==> config.mk <==
export PLATFORM = sky130hd
export DESIGN_NAME = mem_port_arbiter
export DESIGN_NICKNAME = d
export VERILOG_FILES = /design/src/rtl/arb_pkg.sv /design/src/rtl/ws_counter.sv /design/src/rtl/mem_port_arbiter.sv
export SDC_FILE = /design/constraint.sdc
export NUM_CORES = 1
export LEC_CHECK = 0
export ABC_CLOCK_PERIOD_IN_PS = 13800
export BUFFER_PORTS_ARGS = -buffer_cell sky130_fd_sc_hd__clkbuf_2
export CAP_MARGIN = 20
export CORE_ASPECT_RATIO = 0.5
export CORE_MARGIN = 5
export CORE_UTILIZATION = 30
export CTS_CLUSTER_SIZE = 25
export DETAILED_ROUTE_END_ITERATION = 8
export PLACE_DENSITY_LB_ADDON = 0.3
export SETUP_SLACK_MARGIN = 0.5
export SYNTH_ARGS = -nofsm -noshare
export SYNTH_HDL_FRONTEND = slang
export SYNTH_SLANG_ARGS = --single-unit
==> constraint.sdc <==
create_clock -name clk -period 13.8 [get_ports clk]
set_input_delay 2.76 -clock clk [delete_from_list [all_inputs] [get_ports clk]]
set_output_delay 2.76 -clock clk [all_outputs]
set_load 0.01 [all_outputs]
==> src/rtl/arb_pkg.sv <==
// Shared definitions for the two-port memory arbiter: FSM state encoding,
// requester identifiers and the round-robin pick rule.
package arb_pkg;

    typedef enum logic [1:0] {
        IDLE = 2'd0,
        BUSY = 2'd1,
        DONE = 2'd2
    } arb_state_t;

    typedef enum logic {
        CPU = 1'b0,
        DMA = 1'b1
    } req_id_t;

    localparam int WS_WIDTH = 3;

    // A lone request wins outright; on a tie the requester not served last wins.
    function automatic req_id_t pick_requester(input logic    cpu_req,
                                               input logic    dma_req,
                                               input req_id_t last_grant);
        if (cpu_req && dma_req)
            return (last_grant == DMA) ? CPU : DMA;
        else if (cpu_req)
            return CPU;
        else
            return DMA;
    endfunction

endpackage

==> src/rtl/ws_counter.sv <==
// Wait-state down-counter: loads the wait count at grant, counts down while
// the access is in progress and flags zero on the final memory cycle.
module ws_counter
    import arb_pkg::*;
(
    input  logic                clk,
    input  logic                reset,
    input  logic                load,
    input  logic                dec,
    input  logic [WS_WIDTH-1:0] load_val,
    output logic                zero
);

    localparam logic [WS_WIDTH-1:0] WS_ONE = 1;

    logic [WS_WIDTH-1:0] count;

    // NOTE: sequential state always uses non-blocking assignments so every
    // flop samples the pre-edge values, regardless of statement order.
    always_ff @(posedge clk or posedge reset) begin
        if (reset)
            count <= '0;
        else if (load)
            count <= load_val;
        else if (dec && count != '0)
            count <= count - WS_ONE;
    end

    assign zero = (count == '0);

endmodule

==> src/rtl/mem_port_arbiter.sv <==
// Two-port (CPU, DMA) arbiter in front of a single unified memory port with
// round-robin grant, configurable wait states and a one-cycle ack strobe.
module mem_port_arbiter
    import arb_pkg::*;
#(
    parameter int WAIT_STATES = 1
) (
    input  logic        clk,
    input  logic        reset,
    input  logic        cpu_req,
    input  logic        cpu_we,
    input  logic [31:0] cpu_adr,
    input  logic [31:0] cpu_wd,
    output logic [31:0] cpu_rd,
    output logic        cpu_ack,
    input  logic        dma_req,
    input  logic        dma_we,
    input  logic [31:0] dma_adr,
    input  logic [31:0] dma_wd,
    output logic [31:0] dma_rd,
    output logic        dma_ack,
    output logic        mem_we,
    output logic [31:0] mem_adr,
    output logic [31:0] mem_wd,
    input  logic [31:0] mem_rd,
    output logic        busy
);

    localparam logic [WS_WIDTH-1:0] WS_LOAD = WS_WIDTH'(WAIT_STATES);

    arb_state_t state, state_nxt;
    req_id_t    grant, last_grant, pick_id;
    logic       lat_we;
    logic       any_req;
    logic       cnt_load, cnt_dec, cnt_zero;

    assign any_req = cpu_req | dma_req;
    assign pick_id = pick_requester(cpu_req, dma_req, last_grant);

    ws_counter u_ws_counter (
        .clk      (clk),
        .reset    (reset),
        .load     (cnt_load),
        .dec      (cnt_dec),
        .load_val (WS_LOAD),
        .zero     (cnt_zero)
    );

    always_ff @(posedge clk or posedge reset) begin
        if (reset)
            state <= IDLE;
        else
            state <= state_nxt;
    end

    // NOTE: every output of this block gets a default first, so no path
    // through the case can leave one unassigned and infer a latch.
    always_comb begin
        state_nxt = state;
        cnt_load  = 1'b0;
        cnt_dec   = 1'b0;
        mem_we    = 1'b0;
        case (state)
            IDLE: begin
                if (any_req) begin
                    cnt_load  = 1'b1;
                    state_nxt = BUSY;
                end
            end
            BUSY: begin
                if (!cnt_zero) begin
                    cnt_dec = 1'b1;
                end else begin
                    mem_we    = lat_we;
                    state_nxt = DONE;
                end
            end
            DONE:    state_nxt = IDLE;
            default: state_nxt = IDLE;
        endcase
    end

    // Request attributes are captured once at grant; later input changes are ignored.
    always_ff @(posedge clk or posedge reset) begin
        if (reset) begin
            grant      <= CPU;
            last_grant <= DMA;
            lat_we     <= 1'b0;
            mem_adr    <= '0;
            mem_wd     <= '0;
            cpu_rd     <= '0;
            dma_rd     <= '0;
            cpu_ack    <= 1'b0;
            dma_ack    <= 1'b0;
            busy       <= 1'b0;
        end else begin
            cpu_ack <= 1'b0;
            dma_ack <= 1'b0;
            busy    <= (state_nxt != IDLE);
            case (state)
                IDLE: begin
                    if (any_req) begin
                        grant      <= pick_id;
                        last_grant <= pick_id;
                        if (pick_id == CPU) begin
                            lat_we  <= cpu_we;
                            mem_adr <= cpu_adr;
                            mem_wd  <= cpu_wd;
                        end else begin
                            lat_we  <= dma_we;
                            mem_adr <= dma_adr;
                            mem_wd  <= dma_wd;
                        end
                    end
                end
                BUSY: begin
                    if (cnt_zero) begin
                        if (grant == CPU) begin
                            cpu_ack <= 1'b1;
                            if (!lat_we)
                                cpu_rd <= mem_rd;
                        end else begin
                            dma_ack <= 1'b1;
                            if (!lat_we)
                                dma_rd <= mem_rd;
                        end
                    end
                end
                DONE: begin
                    lat_we  <= 1'b0;
                    mem_adr <= '0;
                    mem_wd  <= '0;
                end
                default: ;
            endcase
        end
    end

endmodule

---- After elaboration in Yosys (flattened, before gate mapping) ----
Cells that the tools add are included.
storage, ports and cells
  output and inout bits ................... 132
  input port bits ......................... 166
  flip-flop bits (word level) ............. 139
cells by class
  bitwise logic cells ..................... 3
  muxes and demuxes ....................... 29
  reduce and logical (&&, ||, !) cells .... 12
  add/sub/neg operators ................... 1
  equality and inequality tests ........... 3
operators by type and width
  cell                                              count
  2-to-1 mux 32 bit                                 4
  case mux 32 bit (2 select lines)                  2
  2-to-1 mux 1 bit                                  17
  AND reduction 4 bit                               2
  2-to-1 mux 3 bit                                  2
  nonzero test 2 bit                                3
  2-to-1 mux 2 bit                                  2
  case mux 2 bit (2 select lines)                   1
  AND reduction 2 bit                               2
  zero test 3 bit                                   1
  nonzero test 3 bit                                1
  subtractor 3 x 1 -> 3 bit, second input constant  1
  == test 2 x 1 -> 1 bit, second input constant     1
  == test 2 bit, second input constant              1
  logical AND 1 bit                                 2
  zero test 2 bit                                   1
  inequality test 2 bit, second input constant      1
  inverter 1 bit                                    2
  case mux 1 bit (2 select lines)                   1
  bitwise OR 1 bit                                  1

---- Logic depth before layout (Yosys ltp) ----
Gate-level depths: netlist of the first run.
  word-level depth ........................ 6
  gate-level depth with buffers ........... 6

---- By module ----
A second synthesis of the first run with hierarchy kept.
unflattened totals
  cells, all modules ...................... 482
  area total of the unflattened synthesis .. 5,919.4 um2
modules (own cells, without submodules)
  module            instances  area an instance (um2)  cells an instance
  mem_port_arbiter  1          5,708.0                 462
  ws_counter        1          211.5                   20

---- Worst setup path after synthesis of the first run ----
OpenSTA, ideal clock, no wires.
  path type ............................... flip-flop to output port
  from .................................... reg u_ws_counter.count[0]
  to ...................................... out mem_we
  data required time ...................... 11.040 ns
  buffers on the path ..................... 0
  cell stages (with the launch flop) ...... 5
  path slack .............................. 10.000 ns
  data arrival time ....................... 1.040 ns
  cell sequence ........................... dfrtp_1 > inv_1 > ha_1 > and4bb_4 > and2_1
between the ends
  word-level cells in the longest chain between the ends .. 3
RTL lines
  item                    RTL line                text
  start, declared         ws_counter.sv:16        logic [WS_WIDTH-1:0] count;
  start signal, assigned  ws_counter.sv:24        count <= load_val;
  start signal, assigned  ws_counter.sv:26        count <= count - WS_ONE;
  zero test 3 bit         ws_counter.sv:29        assign zero = (count == '0);
  2-to-1 mux 1 bit        mem_port_arbiter.sv:71  if (!cnt_zero) begin
  2-to-1 mux 1 bit        mem_port_arbiter.sv:63  case (state)
  end, declared           mem_port_arbiter.sv:22  output logic mem_we,
No other way between the ends.

---- Worst setup path in the final report of the first run ----
Same ends and word-level chain as after synthesis.

==> reports/summary.md, run 1 <==
Setup path
- 0.39 ns — Critical Path Max Stage Delay
- 5 — number of cells on the worst reg-to-reg path
- flip-flop to output port — WS Path Type
- inv_1, ha_1, and4bb_4, and2_1, clkbuf_2 — cell-by-cell trace of the critical path
- 11.04 ns — data required time of the critical path
- mem_wd[25] — endpoint of the worst register-to-register path
- flip-flop — category of the worst setup path launch point
- 1.62 ns — arrival time reported for the critical path endpoint
- output port — crit end category
- 11.08 ns — setup slack on the worst flop-to-flop path
- 6 — Critical Path Fanout Max
- dfrtp_1 — standard cell with the maximum stage delay on the critical path
- state[1] — launch point of the worst reg-to-reg path

CTS
- 17 — cts bufs inserted
- 0 — number of buffers inserted for hold repair after clock tree synthesis
- 4 — H-tree Lvls
- 0 — Post-CTS Setup Bufs
- 0.06 ns — clock transition at the registers of the reported paths
- 139 — Num Clock Sinks
- 0 — number of gates given a new drive strength after cts
- 2 — Clock Path Buffers
- built — CTS tree
- 0.42 ns — Skew-Pair Late Insertion Delay
- clkbuf_16 — root buffer cell

Finish
- 0 — total inserted antenna cells
- 3480 µm² — Seq. cell area
- 2160 µm² — area of the multi-input gates
- 1,901 — FILL cells
- 42.0% — share of the core filled with cells in the final layout
- 38.5% — area overhead of the layout relative to synthesis
- 860 — final layout net count
- 57.4% — fraction of layout cells with a size suffix above 1
- clkbuf_2 (297), dfrtp_1 (138), and3_1 (66), a221o_1 (65), mux2_2 (31) — commonest cells after routing, fill and taps aside
- clkbuf_2 — most common cell after layout, fill and taps aside

Yosys
- 59.1% — proportion of netlist area held by the largest area contributor
- dfrtp_1 — area leader, netlist
- 574 — Mapped Nets
- 0% — Post-Synth XOR/XNOR Area
- 0.428% — share of synthesized cell area in full adder, half adder and majority cells
- 31 — post-synthesis cell type count
- dfrtp_1 (59%), a221o_1 (11%), mux2_4 (7.7%) — Synth area leaders
- 14.4 µm² — synthesized area per cell
- 9.40% — post-synthesis share of cell area spent on and, or, nand and nor gates
- multiplexers — combinational family with the most area after synthesis
- 59.6% — part of the Yosys area used for sequential elements
- 0 — count of synthesis-stage warnings from yosys
- 5840 µm² — Post-Synthesis Cell Area
- 406 — post-synthesis instance total
- 139 — total of flip-flops plus latches after synthesis
- 12.2% — complex-gate fraction of the synthesized area
- 14.4% — multiplexer share of the synthesized area

Floorplan
- 36 — number of rows in the core area
- 19,300 µm² — CORE AREA
- 298 — number of primary I/O pins
- 109 µm — die span in y
- 22,500 µm² — overall die area
- 30.3% — initial core utilization
- 207 µm — x dimension of the die

Timing
- 0 — number of hold violations in the final report
- 0 ns — Total Negative Setup Slacks
- 4.38 ns — minimum period implied by the final worst setup slack
- 0.832 ns — slew of the pin with the lowest slew margin
- 0 — Final setup viols
- 0.0137 ns — Worst Clk Skew
- 0 — number of slew-limit violations in the final report
- 44.3% — tightest slew margin relative to the limit
- 228 MHz — Achievable Freq
- false — unrepaired setup endpoints after global routing
- 9.42 ns — setup ws final
- 31.7% — final clock period utilization by the worst path

Worst hold path
- flip-flop to flip-flop — type of the tightest min-delay check
- u_ws_counter.count[2] — capture endpoint of the worst hold path
- u_ws_counter.count[2] — hold path startpoint
- 1 — instance count along the most critical hold path

Detailed routing
- 7 — number of iterations in the first detailed-routing pass
- 17.0 mm — total length of routed wires
- 0 — Antenna Violating Nets Remaining
- 4.74 — Avg Vias per Cell
- 17.5 µm — detailed-route wire length per cell
- 0 — number of remaining DRC errors
- 4,599 — total number of vias
- 230 — drt initial violations

Global route
- 89 — largest net degree at the start of global routing
- 26.1 mm — wire length of the first global-routing pass
- 0 — GR Overflow Total
- 4,702 — via count of the first global-routing pass
- 0 — antenna violations before repair
- 14.5% — Overall Global Routing Usage

Placement
- 9.18 ns — minimum setup slack after placement
- 297 — Port-buffer cells
- 12.3 mm — DP Wirelength
- 0.758 — weighted congestion reported at the end of routability-driven placement

Pwr
- 4.39 nW — static power due to leakage
- 0.0758 mV — largest vdd supply drop
- 237 nW/µm² — pwr dens

Run status
- complete, no violations — result of the run

Flow run
- 0 — number of maximum-capacitance constraint violations

stage by stage:
step | power (mW) | hold WS (ns) | cell area (µm²) | cells
floorplan | 1.18 | 0.445 | 5840 | 406
global placement | 1.48 | 0.478 | 7500 | 938
detailed placement | 1.50 | 0.485 | 7530 | 939
CTS | 1.95 | 0.490 | 8090 | 971
global route | 2.04 | 0.516 | 8090 | 971
finish | 1.92 | 0.490 | 8090 | 971
kinds of logic (layout without fill, tap and decap cells):
| kind of cell | Yosys count | count (layout) |
|---|---|---|
| simple gates | 87 | 87 |
| compound gates | 75 | 75 |
| buf+inv | 38 | 337 |
| mux | 65 | 65 |
| flops | 139 | 139 |
| fa+ha+maj | 2 | 2 |
cells in the mapped netlist, drive strengths merged:
| cell | count |
|---|---|
| dfrtp | 138 |
| and3 | 67 |
| a221o | 65 |
| mux2 | 64 |
| buf | 20 |
| clkbuf | 15 |
| nor2 | 8 |
| a21oi | 4 |
| inv | 3 |
| and2 | 2 |
| ha | 2 |
| nand2b | 2 |
| nor2b | 2 |
| or2 | 2 |
| a21boi | 1 |
| a21o | 1 |
| a311oi | 1 |
| and4bb | 1 |
| dfstp | 1 |
| mux2i | 1 |
| nand2 | 1 |
| nand3 | 1 |
| nand3b | 1 |
| o21ai | 1 |
| o21bai | 1 |
| o22ai | 1 |
sequential cells by signal, summed over array words and instances (netlist names):
signal              count
mem_adr                32
lat_we                  1
dma_rd                 32
dma_ack                 1
cpu_ack                 1
busy                    1
cpu_rd                 32
u_ws_counter.count      3
mem_wd                 32
state                   2
last_grant              1
grant                   1
report_power, final:
group          switching (mW)  internal (mW)  total (mW)
Sequential              0.115          0.607       0.722
Combinational           0.374          0.390       0.764
Clock                   0.196          0.237       0.433
Total                   0.685           1.23        1.92
metal layers:
metal / vias up / share of wire (%) / GRT usage (%) / wire length, µm
met3: 17 / 4.0 / 3.62 / 684
li1: 2127 / - / - / -
met2: 112 / 53 / 26.0 / 9030
met1: 2343 / 41 / 17.8 / 7000
met5: - / 0 / 0 / 0
met4: 0 / 1.4 / 4.01 / 232
worst max-delay path: cells and delay by family (launching register included):
| family | cells | cell delay, ns |
|---|---|---|
| fa+ha+maj | 1 | 0.17 |
| buf+inv | 2 | 0.21 |
| flops | 1 | 0.39 |
| simple gates | 2 | 0.44 |
how the worst max path moves through the flow:
| stage | startpoint | end | slack, ns |
|---|---|---|---|
| 6_report | u_ws_counter.count[0] | mem_we | 9.42 |
| 5_1_grt | u_ws_counter.count[0] | mem_we | 9.31 |
| 2_1_floorplan | reset | busy | 7.32 |
| 3_5_place_dp | dma_req | mem_adr[9] | 9.18 |
| 3_3_place_gp | dma_req | mem_wd[26] | 9.22 |
| 4_1_cts | u_ws_counter.count[0] | mem_we | 9.38 |
layout make-up:
type / count / area share, %
clock buffers: 17 / 5.26
repair buffers: 302 / 19.1
inverters: 3 / 0.201
clock inverters: 15 / 1.64
well taps: 266 / 4.11
flip-flops and latches: 139 / 43.0
multi-input cells: 229 / 26.7
Power figures use the tool's default switching activity.
==> run 2: changes to the inputs <==
- ABC_CLOCK_PERIOD_IN_PS: 13800 -> 4430
- clock period: 13.8 -> 4.43 ns (I/O delays scaled with it)
==> run 2 against run 1 <==
Sequential power rose to 3.1 times the previous value. First-iteration DRC count fell by 11%. Sequential share of layout area fell by 0.24 points. Hold slack got worse by 0.0051 ns. Die area did not move. Critical path depth did not move. Global-route usage fell by 0.17 points. Via count rose by 0.33%. Utilization rose by 0.24 points. Largest cell class unchanged.
==> reports/summary.md, run 2 (synthesis gave the netlist of run 1 again) <==
Timing
- 0 — Final setup viols
- 0 — number of hold violations in the final report
- 0 ns — Total Negative Setup Slacks
- 0.0108 ns — Worst Clk Skew
- 2.68 ns — minimum period implied by the final worst setup slack
- 60.5% — final clock period utilization by the worst path
- 42.4% — tightest slew margin relative to the limit
- 0 — number of slew-limit violations in the final report
- false — unrepaired setup endpoints after global routing
- 373 MHz — Achievable Freq
- 0.861 ns — slew of the pin with the lowest slew margin
- 1.75 ns — setup ws final

Global route
- 25.7 mm — wire length of the first global-routing pass
- 14.4% — Overall Global Routing Usage
- 112 — largest net degree at the start of global routing
- 0 — GR Overflow Total
- 4,663 — via count of the first global-routing pass
- 1 — antenna violations before repair

CTS
- 0.41 ns — Skew-Pair Late Insertion Delay
- 0.06 ns — clock transition at the registers of the reported paths
- clkbuf_16 — root buffer cell
- 4 — H-tree Lvls
- 0 — number of gates given a new drive strength after cts
- 17 — cts bufs inserted
- 2 — Clock Path Buffers
- built — CTS tree
- 139 — Num Clock Sinks
- 0 — number of buffers inserted for hold repair after clock tree synthesis
- 0 — Post-CTS Setup Bufs

Pwr
- 35.0% — switching share of power
- 4.42 nW — static power due to leakage
- 24.1% — clock network power share
- 746 nW/µm² — pwr dens
- 37.1% — sequential group share of total power
- 2.12 mW — net switching power of the design
- 3.95 mW — design internal power
- 38.8% — Logic pwr share
- 0.257 mV — largest vdd supply drop
- 6.07 mW — Power, Total

Finish
- clkbuf_2 — most common cell after layout, fill and taps aside
- clkbuf_2 (297), dfrtp_1 (138), and3_1 (66), a221o_1 (65), mux2_2 (31) — commonest cells after routing, fill and taps aside
- 861 — final layout net count
- 39.3% — area overhead of the layout relative to synthesis
- 57.5% — fraction of layout cells with a size suffix above 1
- 973 — final cell count without fillers
- 1,903 — FILL cells

Detailed routing
- 4.74 — Avg Vias per Cell
- 17.7 µm — detailed-route wire length per cell
- 4 — number of iterations in the first detailed-routing pass
- 4,614 — total number of vias
- 17.2 mm — total length of routed wires
- 0 — number of remaining DRC errors
- 204 — drt initial violations
- 0 — Antenna Violating Nets Remaining

Setup path
- flip-flop — category of the worst setup path launch point
- flip-flop to flip-flop — WS Path Type
- 4.77 ns — data required time of the critical path
- 68 — Critical Path Fanout Max
- 1.75 ns — setup slack on the worst flop-to-flop path
- flip-flop — crit end category
- 3.02 ns — arrival time reported for the critical path endpoint

Placement
- 12.3 mm — DP Wirelength
- 0.770 — weighted congestion reported at the end of routability-driven placement
- 940 — Inst Count DP
- 1.70 ns — minimum setup slack after placement
- 297 — Port-buffer cells

Floorplan
- 36 — number of rows in the core area
- 109 µm — die span in y
- 19,300 µm² — CORE AREA
- 298 — number of primary I/O pins
- 22,500 µm² — overall die area
- 207 µm — x dimension of the die
- 30.3% — initial core utilization

Flow run
- 0 — number of maximum-capacitance constraint violations

Run status
- complete, no violations — result of the run

Worst hold path
- flip-flop to flip-flop — type of the tightest min-delay check

==> run 2: metrics by stage <==
stage	cell area, µm²	util (%)	hold WS, ns
after floorplan	5840	-	0.445
after global placement	7530	39.1	0.474
after detailed placement	7530	39.1	0.479
after CTS	8130	42.2	0.488
after global routing	8140	42.2	0.511
final	8140	42.2	0.485
==> run 2: final cells by class <==
type | count | area [µm²] | share of cell area [%]
repair buffers | 303 | 1540 | 19.0
diodes | 1 | 2.50 | 0.0308
multi-input cells | 229 | 2160 | 26.5
clock buffers | 17 | 425 | 5.23
inverters | 3 | 15.0 | 0.185
clock inverters | 15 | 178 | 2.18
flip-flops and latches | 139 | 3480 | 42.8
well taps | 266 | 333 | 4.09
==> run 2: power by group through the flow <==
stage                     clock network [mW]  registers, mW  logic (mW)
final                                   1.46           2.25        2.35
after detailed placement                   0           2.27        2.39
after CTS                               1.51           2.26        2.40
after floorplan                            0           2.49        1.20
after global routing                    1.55           2.33        2.54
after global placement                     0           2.26        2.35
==> run 2: routing by layer <==
metal | share of wire [%] | track usage, % | vias to the layer above
met5 | 0 | 0 | -
met4 | 1.5 | 5.33 | 0
met3 | 3.9 | 3.51 | 18
met2 | 52 | 24.8 | 109
met1 | 42 | 17.8 | 2351
li1 | - | - | 2136
==> run 2: final timing paths <==
path	from	to	cells past startpoint
min	u_ws_counter.count[2]	u_ws_counter.count[2]	1
min reg2reg	u_ws_counter.count[2]	u_ws_counter.count[2]	1
max in group asynchronous	reset	mem_adr[10]	3
max reg2reg	state[1]	mem_adr[22]	5
min in group asynchronous	reset	cpu_rd[24]	2
max	state[1]	mem_adr[22]	5
==> run 2: critical path: stages, from the launching register on <==
cell	delay (ns)
dfrtp_1	0.48
nor2_4	0.13
buf_4	0.47
and3_2	0.87
buf_4	0.42
a221o_1	0.20
